### src/rtl/adder_arb_pkg.sv
// Shared definitions for the adder arbiter: FSM encodings and datapath width default.
// Latency: none (declarations only).
// Backpressure: n/a.
package adder_arb_pkg;

  localparam int WIDTH_DEF = 16;

  typedef enum logic [1:0] {
    IDLE = 2'd0,
    CALC = 2'd1,
    RESP = 2'd2
  } state_t;

endpackage

### src/rtl/adder_arb_rr_picker.sv
// Round-robin picker: first asserted request after i_last_grant, scanning upward with wrap.
// Latency: purely combinational.
// Backpressure: none; o_any=0 when no request is pending.
module rr_picker #(
  parameter int NUM_REQ = 4,
  parameter int IDX_W   = $clog2(NUM_REQ)
) (
  input  logic [NUM_REQ-1:0] i_req,
  input  logic [IDX_W-1:0]   i_last_grant,
  output logic [NUM_REQ-1:0] o_grant,
  output logic [IDX_W-1:0]   o_idx,
  output logic               o_any
);

  int               w_cand;
  logic [IDX_W-1:0] w_cand_idx;

  // Scan last_grant+1 .. last_grant+NUM_REQ (mod NUM_REQ); the first hit wins.
  always_comb begin
    o_grant    = '0;
    o_idx      = '0;
    o_any      = 1'b0;
    w_cand     = 0;
    w_cand_idx = '0;
    for (int off = 1; off <= NUM_REQ; off++) begin
      w_cand     = (int'(i_last_grant) + off) % NUM_REQ;
      w_cand_idx = IDX_W'(w_cand);
      if (!o_any && i_req[w_cand_idx]) begin
        o_any               = 1'b1;
        o_grant[w_cand_idx] = 1'b1;
        o_idx               = w_cand_idx;
      end
    end
  end

endmodule

### src/rtl/adder_arbiter.sv
// Round-robin sharing of one combinational adder among NUM_REQ requesters; ADDER_ARB_STATS_EN builds grant_count.
// Latency: handshake edge N, registered operands in CALC, resp_valid one-hot pulse during cycle N+2; 1 txn / 3 cycles.
// Backpressure: req_ready only in IDLE (held requests wait); results have no backpressure and last one cycle.
module adder_arbiter
  import adder_arb_pkg::*;
#(
  parameter int NUM_REQ = 4,
  parameter int WIDTH   = WIDTH_DEF,
  localparam int IDX_W  = $clog2(NUM_REQ)
) (
  input  logic                       clk,
  input  logic                       rst,
  input  logic [NUM_REQ-1:0]         req_valid,
  output logic [NUM_REQ-1:0]         req_ready,
  input  logic [NUM_REQ*WIDTH-1:0]   req_opr1,
  input  logic [NUM_REQ*WIDTH-1:0]   req_opr2,
  output logic [NUM_REQ-1:0]         resp_valid,
  output logic [IDX_W-1:0]           resp_id,
  output logic [WIDTH-1:0]           resp_ans,
  output logic                       resp_carry,
  output logic [WIDTH-1:0]           adder_opr1,
  output logic [WIDTH-1:0]           adder_opr2,
  input  logic [WIDTH-1:0]           adder_ans,
  input  logic                       adder_carry,
  output logic [31:0]                grant_count
);

  state_t             r_state;
  logic [IDX_W-1:0]   r_last_grant;
  logic [WIDTH-1:0]   r_adder_opr1;
  logic [WIDTH-1:0]   r_adder_opr2;
  logic [IDX_W-1:0]   r_resp_id;
  logic [WIDTH-1:0]   r_resp_ans;
  logic               r_resp_carry;
  logic [NUM_REQ-1:0] r_resp_valid;

  logic [NUM_REQ-1:0] w_grant;
  logic [IDX_W-1:0]   w_idx;
  logic               w_any;
  logic               w_accept;

  rr_picker #(
    .NUM_REQ (NUM_REQ),
    .IDX_W   (IDX_W)
  ) u_picker (
    .i_req        (req_valid),
    .i_last_grant (r_last_grant),
    .o_grant      (w_grant),
    .o_idx        (w_idx),
    .o_any        (w_any)
  );

  // Ready is offered only in IDLE and is held low while reset is asserted,
  // so no requester can believe it was accepted during reset.
  assign req_ready = (r_state == IDLE && !rst) ? w_grant : '0;
  assign w_accept  = (r_state == IDLE) && w_any;

  // Transaction FSM: latch winner in IDLE, capture adder result in CALC, strobe in RESP.
  always_ff @(posedge clk or posedge rst) begin
    if (rst) begin
      r_state      <= IDLE;
      r_last_grant <= IDX_W'(NUM_REQ - 1);
      r_adder_opr1 <= '0;
      r_adder_opr2 <= '0;
      r_resp_id    <= '0;
      r_resp_ans   <= '0;
      r_resp_carry <= 1'b0;
      r_resp_valid <= '0;
    end else begin
      case (r_state)
        IDLE: begin
          r_resp_valid <= '0;
          if (w_accept) begin
            r_adder_opr1 <= req_opr1[w_idx*WIDTH +: WIDTH];
            r_adder_opr2 <= req_opr2[w_idx*WIDTH +: WIDTH];
            r_resp_id    <= w_idx;
            r_last_grant <= w_idx;
            r_state      <= CALC;
          end
        end
        CALC: begin
          r_resp_ans   <= adder_ans;
          r_resp_carry <= adder_carry;
          r_resp_valid <= {{(NUM_REQ-1){1'b0}}, 1'b1} << r_resp_id;
          r_state      <= RESP;
        end
        RESP: begin
          r_resp_valid <= '0;
          r_state      <= IDLE;
        end
        default: begin
          r_resp_valid <= '0;
          r_state      <= IDLE;
        end
      endcase
    end
  end

  assign adder_opr1 = r_adder_opr1;
  assign adder_opr2 = r_adder_opr2;
  assign resp_id    = r_resp_id;
  assign resp_ans   = r_resp_ans;
  assign resp_carry = r_resp_carry;
  assign resp_valid = r_resp_valid;

`ifdef ADDER_ARB_STATS_EN
  logic [31:0] r_grant_count;

  // Count accepted handshakes; wraps naturally at 2^32.
  always_ff @(posedge clk or posedge rst) begin
    if (rst) begin
      r_grant_count <= 32'h0;
    end else if (w_accept) begin
      r_grant_count <= r_grant_count + 32'h1;
    end
  end

  assign grant_count = r_grant_count;
`else
  assign grant_count = 32'h0;
`endif

endmodule

### config.mk
export PLATFORM = sky130hd
export DESIGN_NAME = adder_arbiter
export DESIGN_NICKNAME = d
export VERILOG_FILES = /design/src/rtl/adder_arb_pkg.sv /design/src/rtl/adder_arb_rr_picker.sv /design/src/rtl/adder_arbiter.sv
export SDC_FILE = /design/constraint.sdc
export NUM_CORES = 1
export LEC_CHECK = 0
export BUFFER_PORTS_ARGS = -buffer_cell sky130_fd_sc_hd__buf_2
export CAP_MARGIN = 10
export CORE_ASPECT_RATIO = 1.1
export CORE_MARGIN = 2
export CORE_UTILIZATION = 45
export CTS_CLUSTER_DIAMETER = 100
export DETAILED_ROUTE_END_ITERATION = 12
export PLACE_DENSITY = 0.84
export SLEW_MARGIN = 20
export SYNTH_ARGS = -nofsm -noshare
export SYNTH_HDL_FRONTEND = slang
export SYNTH_SLANG_ARGS = --single-unit
export TNS_END_PERCENT = 5
### constraint.sdc
create_clock -name clk -period 3.6 [get_ports clk]
set_input_delay 0.54 -clock clk [delete_from_list [all_inputs] [get_ports clk]]
set_output_delay 0.54 -clock clk [all_outputs]
set_load 0.05 [all_outputs]
; After elaboration in Yosys (flattened, before gate mapping)
; Cells that the tools add are included.
[totals]
reg_bits = 59
input_bits = 151
output_inout_bits = 91
word_cells = 75
[op_classes]
n_reduce_logical = 15
bitwise = 3
n_eq_ne = 2
addsub = 4
shift = 3
n_mux = 32
magnitude_cmp = 8
[ops]
columns = cell, n
row1 = indexed part select 64 x 7 -> 16 bit, 2
row2 = two-way mux 4 bit, 6
row3 = "less-than comparator 2 x 3 -> 1 bit, second input constant", 4
row4 = two-way mux 1 bit, 12
row5 = OR 4 bit, 3
row6 = two-way mux 2 bit, 5
row7 = logical AND 1 bit, 9
row8 = binary-select mux 1 bit (select 2 bit), 4
row9 = demux 1 bit (select 2 bit), 4
row10 = ">= comparator 2 x 1 -> 1 bit, second input constant", 4
row11 = "adder 2 x 1 -> 2 bit, second input constant", 2
row12 = "adder 2 bit, second input constant", 2
row13 = zero test 1 bit, 4
row14 = case mux 2 bit (2 select lines), 1
row15 = "left shift 1 x 2 -> 4 bit, first input constant", 1
row16 = "== test 2 x 1 -> 1 bit, second input constant", 1
row17 = zero test 2 bit, 1
row18 = "inequality test 2 bit, second input constant", 1
row19 = AND reduction 2 bit, 1

; Longest topological paths before layout
; Gate-level depths: netlist of run 1.
[logic_depth]
word_depth = 16
ltp_mapped = 11
ltp_nobuf = 8

; Cells and area by module
; A second synthesis of run 1 with hierarchy kept.
[hier_totals]
hier_cells = 271
hier_area_um2 = 3851.2
[by_module_without_submodules]
columns = mod, cells_per_inst, area_each_um2, seq_area_each_um2, instances
row1 = adder_arbiter, 203, 3325.7, 1478.9, 1
row2 = rr_picker, 68, 525.5, 0.0, 1

; Least setup slack after synthesis of run 1
; OpenSTA, ideal clock, no wires.
[synth_timing]
path_kind = flip-flop to output port
start = register r_last_grant[0]
end = output port req_ready[0]
required_ps = 3060
arrival_ps = 2845
stages_incl_launch_ff = 9
slack_ps = 215
cell_sequence = dfstp_2 > buf_4 > inv_1 > ha_1 > mux4_2 > inv_1 > and3_1 > a221oi_1 > nor2_1
[synth_between]
elab_chain_len = 14
[synth_lines]
columns = item, line
row1 = "start, declared", adder_arbiter.sv:29  ; logic [IDX_W-1:0] r_last_grant;
row2 = "start signal, assigned", adder_arbiter.sv:62  ; r_last_grant <= IDX_W'(NUM_REQ - 1);
row3 = "start signal, assigned", adder_arbiter.sv:77  ; r_last_grant <= w_idx;
row4 = "parallel branches: the longest is 12 deep, another holds less-than comparator 2 x 3 -> 1 bit", n/a
row5 = two-way mux 4 bit (*), adder_arb_rr_picker.sv:28  ; if (!o_any && i_req[w_cand_idx]) begin
row6 = two-way mux 4 bit (*), adder_arbiter.sv:55  ; assign req_ready = (r_state == IDLE && !rst) ? w_grant : '0;
row7 = "end, declared", adder_arbiter.sv:14  ; output logic [NUM_REQ-1:0] req_ready,
; Mark *: on every way between the ends. The select of a mux whose other input is x is not followed.

; Worst setup path in the final report of run 1
[layout_timing]
start = register r_last_grant[1]
end = register r_adder_opr2[15], in the netlist adder_opr2[15]
[layout_between]
elab_chain_len = 15
[layout_lines]
columns = item, line
row1 = "parallel branches: the longest is 15 deep, another holds adder 2 x 1 -> 2 bit", n/a
row2 = "end signal, assigned", adder_arbiter.sv:75  ; r_adder_opr2 <= req_opr2[w_idx*WIDTH +: WIDTH];
row3 = "end, declared", adder_arbiter.sv:31  ; logic [WIDTH-1:0] r_adder_opr2;
; Several ways; the timed one is not identified. The select of a mux whose other input is x is not followed.
; A chain may end at the register's enable or synchronous reset.

==> results of run 1 <==
kinds of logic (layout without fill, tap and decap cells):
kind of cell | after synthesis | in the layout | share of synthesized area [%]
adders and majority gates | 8 | 8 | 2.346
AOI/OAI and AO/OA | 117 | 117 | 26.95
muxes | 22 | 22 | 6.862
and+or+nand+nor | 132 | 132 | 16.57
DFF | 59 | 59 | 34.66
other | 1 | 32 | 0.08789
buffers and inverters | 77 | 238 | 12.52
final timing paths:
path                       cells after the start              to             from  slack (ns)
min in group asynchronous                      3  adder_opr1[15]              rst        0.47
max in group asynchronous                      3  adder_opr2[14]              rst        2.60
setup / recovery                               8  adder_opr2[15]  r_last_grant[1]        0.17
hold / removal                                 2      resp_carry      adder_carry        0.44
setup reg to reg                               8  adder_opr2[15]  r_last_grant[1]        0.17
hold reg to reg                                2  adder_opr1[11]   adder_opr1[11]        0.49
Yosys cell counts (all sizes together):
master	instances
nor2	15
o31ai	33
mux2	18
nor4	1
a221oi	4
nand2	40
o22a	1
dfstp	2
o22ai	1
ha	8
a21oi	2
mux4	4
o32ai	1
o21ai	2
or2	1
buf	56
nor3b	1
clkbuf	16
a31oi	1
inv	5
and3	66
conb	1
a211oi	66
o21bai	2
a22oi	4
and3b	1
nand2b	5
nor2b	2
dfrtp	57
stage by stage:
stage / instances / setup slack (ns) / power, mW / hold WS [ns] / util, %
after floorplan: 447 / 0.2150 / 5.251 / 0.5929 / -
after global placement: 709 / 0.3039 / 5.966 / 0.4603 / 55.57
after detailed placement: 709 / 0.1227 / 6.114 / 0.4743 / 55.57
after CTS: 725 / 0.07201 / 6.725 / 0.4074 / 57.71
after global routing: 725 / 0.02240 / 7.129 / 0.4245 / 57.85
final: 725 / 0.1724 / 6.711 / 0.4355 / 57.85
routing by layer:
metal	share of wire [%]	GRT usage [%]
met5	0	0
met2	51	40.63
met4	2.2	12.78
met1	39	27.69
met3	7.4	3.945
worst max-delay path: cells and delay by family (launching register included):
| kind | cells | cell delay, ns |
|---|---|---|
| simple gates | 1 | 0.33 |
| mux | 1 | 0.35 |
| fa+ha+maj | 1 | 0.34 |
| buf+inv | 2 | 0.54 |
| flops | 1 | 0.63 |
| compound gates | 3 | 1.12 |
flip-flops by register name, indices dropped and copies added, names as in the netlist:
signal	flops
adder_opr1	16
adder_opr2	16
resp_ans	16
resp_valid	4
r_last_grant	2
r_state	2
resp_id	2
resp_carry	1
where the power goes:
part	total [mW]	switching, mW	internal, mW
registers	1.21	0.192	1.02
logic	4.90	3.33	1.57
clock network	0.598	0.274	0.324
final cells by class:
class	instances	share of cell area, %
well taps	117	2.720
multi-input cells	311	44.98
flip-flops and latches	59	27.48
clock buffers	13	3.324
inverters	5	0.3487
clock inverters	3	0.3719
repair buffers	217	20.78
==> results.cfg, run 1 <==
[worst_setup_path]
cpPeakStageDelay_ns = 0.80
crit_path_end_kind = flip-flop
crit_fanout = 22
required_ns = 3.84
critical_path_arrival_ns = 3.67
crit_type = flip-flop to flip-flop
crit_path_start_kind = flip-flop
crit_chain = inv_1 -> ha_4 -> mux2_1 -> or2_2 -> o22ai_4 -> buf_4 -> a211oi_2 -> o31ai_1
slowest_stage = o22ai_4

[global_routing]
grt_use_total_pct = 23.44
grt_pass1_vias = 3905
grt_antenna_before_repair = 0
overflow = 0
grt_max_degree = 60
grt_pass1_wl_um = 19380

[floorplanning]
fp.dieH_um = 106.1
std_cell_rows = 37
die_width_um = 96.84
fp.dieArea_sq_um = 10280
initial_core_util_pct = 45.85
coreArea_sq_um = 9305
ios = 242

[timing]
fin_worst_skew_ns = 0.008642
hold_viol_final = 0
grt_setup_unrepaired = no
period_share_pct = 95.21
worst_pin_slew_ns = 1.037
clock.fmax_ghz = 0.2917
finalSetupTns_ns = 0
finalCriticalPeriod_ns = 3.428
setup_viol = 0
relSlewSlack_pct = 30.85
slew_viol_final = 0

[layout]
regArea_sq_um = 1479
drive_above_1_share_pct = 52.47
nFillCells = 808
layout_common_cells = 209 x buf_2, 66 x and3_1, 57 x dfrtp_1
multi_input_area_sq_um = 2421
nets = 762
syn2layout_area_growth_pct = 26.16
final_cell_area_sq_um = 5383
final_common_cell = buf_2
diodes = 0

[route]
wl_per_cell_um = 16.98
viasPerCell = 5.480
drtAntennaViolNets = 0
drt_iter0_markers = 268
dr.pass1.iters = 4
routed_wl_um = 12310
vias = 3973
drc = 0

[synth]
yosysTopAreaCellShare_pct = 33.43
syn_inst = 416
syn_area_sq_um = 4267
avgSynthCellArea_sq_um = 10.26
synth.distinct_cells = 37
yosys.area.top_type = dfrtp_1
ys_ff_latch = 59
ys_seq_area_share_pct = 34.66
synth_area_leaders = dfrtp_1 33%, a211oi_2 11%, and3_1 9.7%, buf_4 6.2%, a211oi_1 4.8%
synth_warnings = 0

[hold_path]
hold_path.class = input port to flip-flop

[clock_tree]
cts_setup_buffers = 0
cts_resized = 0
cts_root_buf = clkbuf_8
cts-buffers-inserted = 9
cts_sinks = 59
clk_pin_slew_ns = 0.07
clock_path_buffers = 2
cts_tree = built
worstSkewPairLatency_ns = 0.34
h-tree-depth = 3
ctsHoldBuffers = 0

[power]
p_leak_nw = 2.704
irDropWorstVdd_uv = 566.4
powerDensity_nw_per_um2 = 1247

[placed_design]
gp_congestion = 0.8940
placed_area_sq_um = 5171
port_buffers = 209
dp_hpwl_um = 9018

[run]
drv_cap = 0

[outcome]
outcome = finished, final reports clean
Note: power is estimated with default switching activity, not from simulation.
==> run 2, diff against run 1 <==
- CORE_UTILIZATION: 45 -> 44
- PLACE_DENSITY: 0.84 -> 0.85
- SYNTH_HIERARCHICAL: not set -> 1
==> run 2 against run 1 <==
Effect of this change: synthesized cell count down 35%; clock power grew 13%; combinational power fell by 17%; non-clock buffer count decreased by 3; maximum frequency is 0.49% higher; die area shrank 7.4%; clock-buffer cell count is 4 lower.
==> results.cfg, run 2 <==
[route]
routed_wl_um = 9794
vias = 3040
drt_iter0_markers = 99
drc = 0
drtAntennaViolNets = 0
wl_per_cell_um = 16.52
top_layer = met5
wl_met1_um = 3405
dr.pass1.iters = 4
wl_met3_um = 836
viasPerCell = 5.126
met2_length_um = 5407

[layout]
nFillCells = 676
final_common_cell = buf_2
regArea_sq_um = 1479
nets = 636
diodes = 0
drive_above_1_share_pct = 67.63
multi_input_area_sq_um = 2097
syn2layout_area_growth_pct = 31.55
layout_common_cells = 209 x buf_2, 57 x dfrtp_1, 32 x conb_1
stdcell_count = 593

[global_routing]
overflow = 0
grt_use_total_pct = 20.31
grt_antenna_before_repair = 1
grt_pass1_wl_um = 14720
grt_max_degree = 33
grt_pass1_vias = 3045

[clock_tree]
h-tree-depth = 3
cts_setup_buffers = 0
cts_sinks = 59
clk_pin_slew_ns = 0.08
cts_tree = built
clock_path_buffers = 2
worstSkewPairLatency_ns = 0.33
cts_root_buf = clkbuf_8
ctsHoldBuffers = 0
cts-buffers-inserted = 9
cts_resized = 0

[floorplanning]
fp.dieH_um = 102.1
initial_core_util_pct = 45.57
std_cell_rows = 35
fp.dieArea_sq_um = 9518
ios = 242
coreArea_sq_um = 8452
die_width_um = 93.20

[worst_setup_path]
crit_path_end_kind = primary output
crit_chain = inv_2 -> ha_1 -> mux2i_4 -> o21ai_1 -> a221o_1 -> and2_1 -> buf_2
r2r_cells = 8
critical_path_arrival_ns = 2.87
r2r-start = r_last_grant[0]
rr_endpoint = adder_opr1[14]
required_ns = 3.06
r2r_slack_ns = 0.22
crit_type = flip-flop to primary output
cpPeakStageDelay_ns = 0.72
slowest_stage = dfstp_2
crit_path_start_kind = flip-flop
crit_fanout = 17

[power]
powerDensity_nw_per_um2 = 1180
p_leak_nw = 2.537
fin_total_pwr_mw = 5.980
irDropWorstVdd_uv = 526.9

[synth]
ys_seq_area_share_pct = 38.40
synth_area_leaders = dfrtp_1 37%, mux4_2 17%, mux2_4 9.4%, mux2_2 8.5%, buf_4 7.0%
syn_area_sq_um = 3851
synth-main-ff-cell = dfrtp_1
synth_warnings = 6
synth-async-reset-ratio_pct = 100.0
synth.distinct_cells = 44
yosysTopAreaCellShare_pct = 37.04
synthTopCellsByCount = 57 x dfrtp_1, 36 x buf_4, 29 x mux2_2, 29 x mux4_2, 24 x mux2_4
syn_inst = 271
synth_edf_count = 0
yosys.area.top_type = dfrtp_1
avgSynthCellArea_sq_um = 14.21
synth_most_common_cell = dfrtp_1
ys_ff_latch = 59

[timing]
setup_viol = 0
finalCriticalPeriod_ns = 3.411
relSlewSlack_pct = 35.00
period_share_pct = 94.74
hold_viol_final = 0
fin_worst_skew_ns = 0.008467
clock.fmax_ghz = 0.2932
worst_pin_slew_ns = 0.9706
grt_setup_unrepaired = no
slew_viol_final = 0
finalSetupTns_ns = 0

[run]
drv_cap = 0

[placed_design]
gp_congestion = 0.8534
port_buffers = 209
dp_hpwl_um = 7802
place_inst = 577

[outcome]
outcome = finished, final reports clean

[hold_path]
hold_path.class = input port to async pin
run 2: kinds of logic after synthesis:
group / after synthesis / synth area share, %
multiplexers: 89 / 38.63
flip-flops: 59 / 38.40
buffers and inverters: 55 / 10.43
AND/OR/NAND/NOR: 35 / 4.743
AO/OA/AOI/OAI: 24 / 5.101
adder cells (fa/ha/maj): 8 / 2.599
other: 1 / 0.09737
run 2: cell type report:
class | count | share of cell area (%)
timing repair buffer | 214 | 21.88
sequential | 59 | 29.19
clock inverter | 7 | 1.976
inverter | 5 | 0.3705
clock buffer | 9 | 2.445
multi-input combinational | 188 | 41.39
tap | 111 | 2.741
run 2: worst max path at each step:
stage | cells after the start | start | endpoint | slack, ns
after floorplan | 11 | r_last_grant[0] | adder_opr2[0] | 0.77
after global placement | 8 | r_last_grant[0] | adder_opr1[15] | 0.30
after detailed placement | 8 | r_last_grant[0] | adder_opr1[13] | 0.23
after CTS | 7 | r_last_grant[0] | req_ready[0] | 0.19
after global routing | 8 | r_last_grant[0] | adder_opr1[14] | 0.05
final | 7 | r_last_grant[0] | req_ready[1] | 0.19
run 2: layer usage:
layer / GRT usage (%) / vias up
li1: - / 1364
met1: 21.09 / 1478
met2: 39.02 / 181
met3: 6.416 / 15
met4: 6.222 / 2
met5: 0 / -
run 2: worst max-delay path: cells and delay by family (launching register included):
family / cells / cell delay, ns
multiplexers: 1 / 0.40
AND/OR/NAND/NOR: 1 / 0.14
AO/OA/AOI/OAI: 2 / 0.40
adder cells (fa/ha/maj): 1 / 0.54
flip-flops: 1 / 0.72
buffers and inverters: 2 / 0.33
run 2: power by group:
part | switching [mW] | internal (mW)
Combinational | 2.34 | 1.71
Clock | 0.281 | 0.395
Sequential | 0.225 | 1.02
run 2: metrics by stage:
stage          cell area, sq um  hold slack, ns  setup WS (ns)  util, %
2_1_floorplan              3968          0.6355         0.7677        -
3_3_place_gp               4842          0.4869         0.3039    57.29
3_5_place_dp               4842          0.4903         0.2256    57.29
4_1_cts                    5066          0.3522         0.1873    59.94
5_1_grt                    5066          0.3838        0.04909    59.94
6_report                   5066          0.3347         0.1892    59.94
